`src/rtl/alu_seq_if.sv`:
```
// alu_if: operand request and result handshake bundle for alu_seq
interface alu_if #(parameter int WIDTH = 8);
  logic [WIDTH-1:0] A, B, ALU_Out, ALU_Out_Hi;
  logic [3:0] ALU_Sel;
  logic in_valid, in_ready, out_valid, out_ready;
  logic CarryOut, Zero, Overflow;
  modport master (
    output A, B, ALU_Sel, in_valid, out_ready,
    input in_ready, ALU_Out, ALU_Out_Hi, CarryOut, Zero, Overflow, out_valid
  );
  modport slave (
    input A, B, ALU_Sel, in_valid, out_ready,
    output in_ready, ALU_Out, ALU_Out_Hi, CarryOut, Zero, Overflow, out_valid
  );
endinterface

```
`src/rtl/alu_seq.sv`:
```
// alu_seq: registered handshaked ALU with iterative shift-add multiply
module alu_seq #(
  parameter int WIDTH = 8
) (
  input logic clk,
  input logic reset,
  alu_if.slave io
);
  localparam int CW = $clog2(WIDTH + 1);
  typedef enum logic {IDLE, MUL} state_t;
  state_t state, state_n;
  logic [2*WIDTH-1:0] mcand, acc, prod;
  logic [WIDTH-1:0] mplier, res, hi;
  logic [CW-1:0] cnt;
  logic [WIDTH:0] sum, diff;
  logic c, v, accept, is_mul, done, load;
  assign io.in_ready = (state == IDLE) && (!io.out_valid || io.out_ready);
  assign accept = io.in_valid && io.in_ready;
  assign is_mul = io.ALU_Sel == 4'd2;
  assign done = (state == MUL) && (cnt == CW'(1));
  assign load = (accept && !is_mul) || done;
  assign sum = {1'b0, io.A} + {1'b0, io.B};
  assign diff = {1'b0, io.A} - {1'b0, io.B};
  assign prod = acc + (mplier[0] ? mcand : '0);
  always_comb begin
    res = '0;
    hi = '0;
    c = 1'b0;
    v = 1'b0;
    case (io.ALU_Sel)
      4'd0: begin
        res = sum[WIDTH-1:0];
        c = sum[WIDTH];
        v = (io.A[WIDTH-1] == io.B[WIDTH-1]) && (sum[WIDTH-1] != io.A[WIDTH-1]);
      end
      4'd1: begin
        res = diff[WIDTH-1:0];
        c = diff[WIDTH];
        v = (io.A[WIDTH-1] != io.B[WIDTH-1]) && (diff[WIDTH-1] != io.A[WIDTH-1]);
      end
      4'd3: begin
        res = {io.A[WIDTH-2:0], 1'b0};
        c = io.A[WIDTH-1];
      end
      4'd4: begin
        res = {1'b0, io.A[WIDTH-1:1]};
        c = io.A[0];
      end
      4'd5: res = {io.A[WIDTH-2:0], io.A[WIDTH-1]};
      4'd6: res = {io.A[0], io.A[WIDTH-1:1]};
      4'd7: res = io.A & io.B;
      4'd8: res = io.A | io.B;
      4'd9: res = io.A ^ io.B;
      4'd10: res = ~(io.A | io.B);
      4'd11: res = ~(io.A & io.B);
      4'd12: res = ~(io.A ^ io.B);
      4'd13: res = {{(WIDTH-1){1'b0}}, io.A > io.B};
      4'd14: res = {{(WIDTH-1){1'b0}}, io.A == io.B};
      4'd15: res = io.A;
      default: res = '0;
    endcase
    // the final multiply step lands the full product straight into the output registers
    if (state == MUL) begin
      res = prod[WIDTH-1:0];
      hi = prod[2*WIDTH-1:WIDTH];
      c = |prod[2*WIDTH-1:WIDTH];
      v = 1'b0;
    end
    state_n = (accept && is_mul) ? MUL : done ? IDLE : state;
  end
  always_ff @(posedge clk) begin
    if (reset) begin
      state <= IDLE;
      io.out_valid <= 1'b0;
      io.ALU_Out <= '0;
      io.ALU_Out_Hi <= '0;
      io.CarryOut <= 1'b0;
      io.Zero <= 1'b0;
      io.Overflow <= 1'b0;
      mcand <= '0;
      mplier <= '0;
      acc <= '0;
      cnt <= '0;
    end else begin
      state <= state_n;
      if (io.out_valid && io.out_ready) io.out_valid <= 1'b0;
      if (load) begin
        io.out_valid <= 1'b1;
        io.ALU_Out <= res;
        io.ALU_Out_Hi <= hi;
        io.CarryOut <= c;
        io.Zero <= res == '0;
        io.Overflow <= v;
      end
      if (accept && is_mul) begin
        mcand <= {{WIDTH{1'b0}}, io.A};
        mplier <= io.B;
        acc <= '0;
        cnt <= CW'(WIDTH);
      end else if (state == MUL) begin
        acc <= prod;
        mcand <= mcand << 1;
        mplier <= mplier >> 1;
        cnt <= cnt - CW'(1);
      end
    end
  end
endmodule

```
`src/flat_wrapper.sv`:
```
// flat-port wrapper written by rule: the top's interface ports become plain ports
module alu_seq_flat 
#(
  parameter int WIDTH = 8
)
  (clk, reset, io_A, io_B, io_ALU_Sel, io_in_valid, io_out_ready, io_in_ready, io_ALU_Out, io_ALU_Out_Hi, io_CarryOut, io_Zero, io_Overflow, io_out_valid);
  alu_if #(.WIDTH(WIDTH)) io_i ();
  input logic clk;
  input logic reset;
  input wire logic [$bits(io_i.A)-1:0] io_A;
  input wire logic [$bits(io_i.B)-1:0] io_B;
  input wire logic [$bits(io_i.ALU_Sel)-1:0] io_ALU_Sel;
  input wire logic [$bits(io_i.in_valid)-1:0] io_in_valid;
  input wire logic [$bits(io_i.out_ready)-1:0] io_out_ready;
  output wire logic [$bits(io_i.in_ready)-1:0] io_in_ready;
  output wire logic [$bits(io_i.ALU_Out)-1:0] io_ALU_Out;
  output wire logic [$bits(io_i.ALU_Out_Hi)-1:0] io_ALU_Out_Hi;
  output wire logic [$bits(io_i.CarryOut)-1:0] io_CarryOut;
  output wire logic [$bits(io_i.Zero)-1:0] io_Zero;
  output wire logic [$bits(io_i.Overflow)-1:0] io_Overflow;
  output wire logic [$bits(io_i.out_valid)-1:0] io_out_valid;
  assign io_i.A = io_A;
  assign io_i.B = io_B;
  assign io_i.ALU_Sel = io_ALU_Sel;
  assign io_i.in_valid = io_in_valid;
  assign io_i.out_ready = io_out_ready;
  assign io_in_ready = io_i.in_ready;
  assign io_ALU_Out = io_i.ALU_Out;
  assign io_ALU_Out_Hi = io_i.ALU_Out_Hi;
  assign io_CarryOut = io_i.CarryOut;
  assign io_Zero = io_i.Zero;
  assign io_Overflow = io_i.Overflow;
  assign io_out_valid = io_i.out_valid;
  alu_seq #(.WIDTH(WIDTH)) u_core (.clk(clk), .reset(reset), .io(io_i));
endmodule
```
`config.mk`:
```
export PLATFORM = sky130hd
export DESIGN_NAME = alu_seq_flat
export DESIGN_NICKNAME = d
export VERILOG_FILES = /design/src/rtl/alu_seq_if.sv /design/src/rtl/alu_seq.sv /design/src/flat_wrapper.sv
export SDC_FILE = /design/constraint.sdc
export NUM_CORES = 1
export LEC_CHECK = 0
export ABC_AREA = 0
export CAP_MARGIN = 20
export CELL_PAD_IN_SITES_DETAIL_PLACEMENT = 1
export CELL_PAD_IN_SITES_GLOBAL_PLACEMENT = 1
export CORE_MARGIN = 1.5
export CORE_UTILIZATION = 40
export CTS_BUF_LIST = sky130_fd_sc_hd__clkbuf_2
export DETAILED_ROUTE_END_ITERATION = 12
export PLACE_DENSITY_LB_ADDON = 0.1
export SYNTH_ARGS = -nofsm -noshare
export SYNTH_HDL_FRONTEND = slang
export SYNTH_SLANG_ARGS = --single-unit
```
`constraint.sdc`:
```
create_clock -name clk -period 2.69 [get_ports clk]
set_input_delay 0.538 -clock clk [delete_from_list [all_inputs] [get_ports clk]]
set_output_delay 0.538 -clock clk [all_outputs]
set_load 0.02 [all_outputs]
```
==> flow_summary.yaml, run 1 <==
layout:
  final_core_util_pct: 57.8
  nets: 946
  fin_cells: 1059
  final_layout_size_suffix_gt1_share_pct: 28.7
  fin_area_um2: 7590
  syn2layout_area_growth_pct: 41.8
yosys:
  synthSimpleGateAreaFrac_pct: 24.7
  synth.distinct_cells: 78
  avgSynthCellArea_um2: 7.71
  synth_top_area_cell: "dfxtp_1"
  synth_flop_cell: "dfxtp_1"
  synthAdderAreaFrac_pct: 10.9
  ys_seq_area_share_pct: 24.3
  synth_area_um2: 5350
  yosys_warnings: 0
  ys_seq_elements: 65
  synth_fp_nets: 763
  synth_area_leaders: "dfxtp_1 24%, ha_1 9.8%, a21oi_1 5.2%"
  synth-xor-area-share_pct: 2.78
  ys_async_sr_fraction_pct: 0
  muxShareOfSynthArea_pct: 4.32
  synth.top_cell.area_share_pct: 24.3
  syn_inst: 694
  synth_top_family_by_area: "compound AO/OA/AOI/OAI gates"
  synth_compound_gate_area_share_pct: 26.8
  synth_edf_count: 0
outcome:
  outcome: "finished, final reports clean"
drt:
  route.detailed.drc: 0
  drt-total-wl_mm: 22.1
  via_count: 6182
  routed_via_density: 5.84
  first_iter_violations: 290
  wl_per_cell_um: 20.9
  ant_nets: 0
  dr.pass1.iters: 5
clocking:
  cts-buffers-inserted: 9
  hold_buffers: 0
  clock-sinks: 65
  cts_tree: "built"
  root_buffer: "clkbuf_2"
  htree_levels: 3
  clk_latency_ns: 0.55
  clk_pin_slew_worst_paths_ns: 0.22
  cts_buffer_depth: 2
timing:
  skew_ns: 0.0514
  hold_viol: 0
  slew_headroom_pct: 63.8
  worstMarginPinSlew_ns: 0.538
  min_period_ns: 2.67
  setup_tns_ns: 0
  maxSlewViolCount: 0
  fin_crit_sh_pct: 99.3
  setup-violations-final: 0
  max_freq_ghz: 0.374
critical_path:
  reg2reg_slack_ns: 0.02
  critPathArrivalTime_ns: 3.11
  r2r-start: "u_core.mplier[0]"
  cp.required_ns: 3.13
  reg2reg_to: "u_core.io.CarryOut"
  critPathKind: "reg2reg"
  reg2reg_depth: 10
  critPathMaxFanout: 12
  crit_start: "u_core.mplier[0]"
  startpoint_type: "flip-flop"
  crit_path_end_kind: "flip-flop"
floorplanning:
  core_um2: 13100
  start_util_pct: 40.8
  io_pins: 45
  rows: 42
  fp.dieH_um: 119
  dieArea_um2: 14100
  die_w_um: 119
grt:
  grt_max_degree: 34
  antenna_found_initial: 1
  grt_overflow: 0
  grt_pass1_vias: 6388
  grt_pass1_wl_mm: 34.1
  grt_usage_pct: 31.0
placement:
  port_buffers: 44
  placed_area_um2: 7120
  dpl.cell_count: 1039
  finalWeightedCongestion: 0.988
  hpwl_mm: 17.7
flow_run:
  maxCapViolCount: 0
worst_hold_path:
  hold_depth: 2
  whs_endpoint: "u_core.io.ALU_Out[5]"
  hold_class: "reg2reg"
  worstHoldStart: "u_core.io.ALU_Out[5]"
pwr:
  vdd_drop_max_mv: 0.248
  p_leak_nw: 3.23
  power_density_nw_per_um2: 321
[state kept, by name, summed over array words and instances (netlist names)]
register              count
u_core.acc               16
u_core.cnt                4
u_core.io.out_valid       1
u_core.state              1
u_core.io.Zero            1
u_core.io.ALU_Out_Hi      8
u_core.mplier             8
u_core.io.Overflow        1
u_core.io.CarryOut        1
u_core.io.ALU_Out         8
u_core.mcand             16
[critical path, stage by stage, from the launching register on]
cell,delay [ns]
dfxtp_4,0.40
buf_4,0.18
and2_1,0.17
ha_1,0.35
and3_1,0.21
o2111ai_1,0.14
o2bb2ai_2,0.36
nor2_1,0.14
xnor2_2,0.21
nor4_4,0.31
a31oi_1,0.11
[per-stage QoR]
stage / power [mW] / setup WS (ns) / hold slack [ns]
detailed placement: 1.79 / -0.637 / 0.454
finish: 2.43 / 0.0195 / 0.468
global route: 2.54 / -0.0402 / 0.496
CTS: 2.41 / -0.00477 / 0.477
global placement: 1.78 / -0.602 / 0.446
floorplan: 1.38 / 0.0372 / 0.437
[cell usage in the layout (no fill, tap or decap), types with 13 or more instances in the layout]
cell	Yosys	final
buf_4	1	169
nor2_1	66	66
dfxtp_1	65	62
nand2_1	58	58
a21oi_1	56	51
clkdlybuf4s50_1	0	41
ha_1	42	35
inv_1	35	34
mux2i_1	22	22
nor3_1	24	21
a22oi_1	20	20
o21ai_0	22	18
and2_1	17	17
nor2b_1	13	13
nand3_1	14	13
[synth_stat cells (all sizes together) (3+ instances only)]
library cell	number
nor2	66
dfxtp	65
nand2	58
a21oi	56
ha	42
inv	36
buf	24
nor3	24
o21ai	24
mux2i	22
a22oi	20
clkbuf	20
and2	17
a211oi	15
nand3	14
nand2b	13
nor2b	13
xnor2	12
a31oi	9
o211ai	9
nor3b	8
nor4	7
and3	6
o2bb2ai	6
a21o	5
nand3b	5
nand4	5
o22ai	5
or2	5
or3	5
xor2	5
a32oi	4
o21a	4
o21bai	4
a211o	3
a31o	3
a32o	3
fa	3
o2111ai	3
o311ai	3
o31ai	3
o32ai	3
[layer usage]
| metal | GRT usage, % | up-vias | wire (um) |
|---|---|---|---|
| li1 | - | 2915 | - |
| met4 | 12.1 | 0 | 730 |
| met3 | 5.12 | 48 | 840 |
| met2 | 54.6 | 163 | 11000 |
| met5 | 0 | - | 0 |
| met1 | 37.7 | 3056 | 9540 |
[worst max-delay path by stage]
| stage | end | slack, ns | cells after the start |
|---|---|---|---|
| after floorplan | u_core.io.CarryOut | 0.04 | 12 |
| after global placement | u_core.io.Zero | -0.60 | 12 |
| after detailed placement | u_core.io.Zero | -0.64 | 12 |
| after CTS | u_core.io.CarryOut | -0.005 | 11 |
| after global routing | u_core.io.CarryOut | -0.04 | 10 |
| final | u_core.io.CarryOut | 0.02 | 10 |
[where the power goes]
group	switching [mW]	total [mW]	internal (mW)
clock	0.401	0.616	0.215
sequential	0.0174	1.00	0.983
combinational	0.431	0.817	0.387
[cell type report]
class / count / area (um2)
fillers: 1664 / 5550
multi-input cells: 549 / 4040
repair buffers: 216 / 1770
flip-flops and latches: 65 / 1310
well taps: 176 / 220
inverters: 36 / 135
clock inverters: 7 / 70.1
clock buffers: 9 / 45.0
diodes: 1 / 2.50
[cell families (layout without fill, tap and decap cells)]
family	count (synthesis)	count (layout)
flops	65	65
compound gates	205	205
other cells	0	1
mux	23	23
buf+inv	80	268
simple gates	259	259
xor+xnor	17	17
fa+ha+maj	45	45
[repair_timing]
item	4_1_cts	5_1_grt
setup endpoints to repair	14	20
resized for setup	16	49
pin swaps	2	18
setup buffers	1	2
(Power assumes the default switching activity.)
==> inputs of run 2 (changes only) <==
- CTS_CLUSTER_DIAMETER: not set -> 120
- SLEW_MARGIN: not set -> 20
==> results of run 2 <==
Final layout, timing and power as in run 1 (identical DEF).
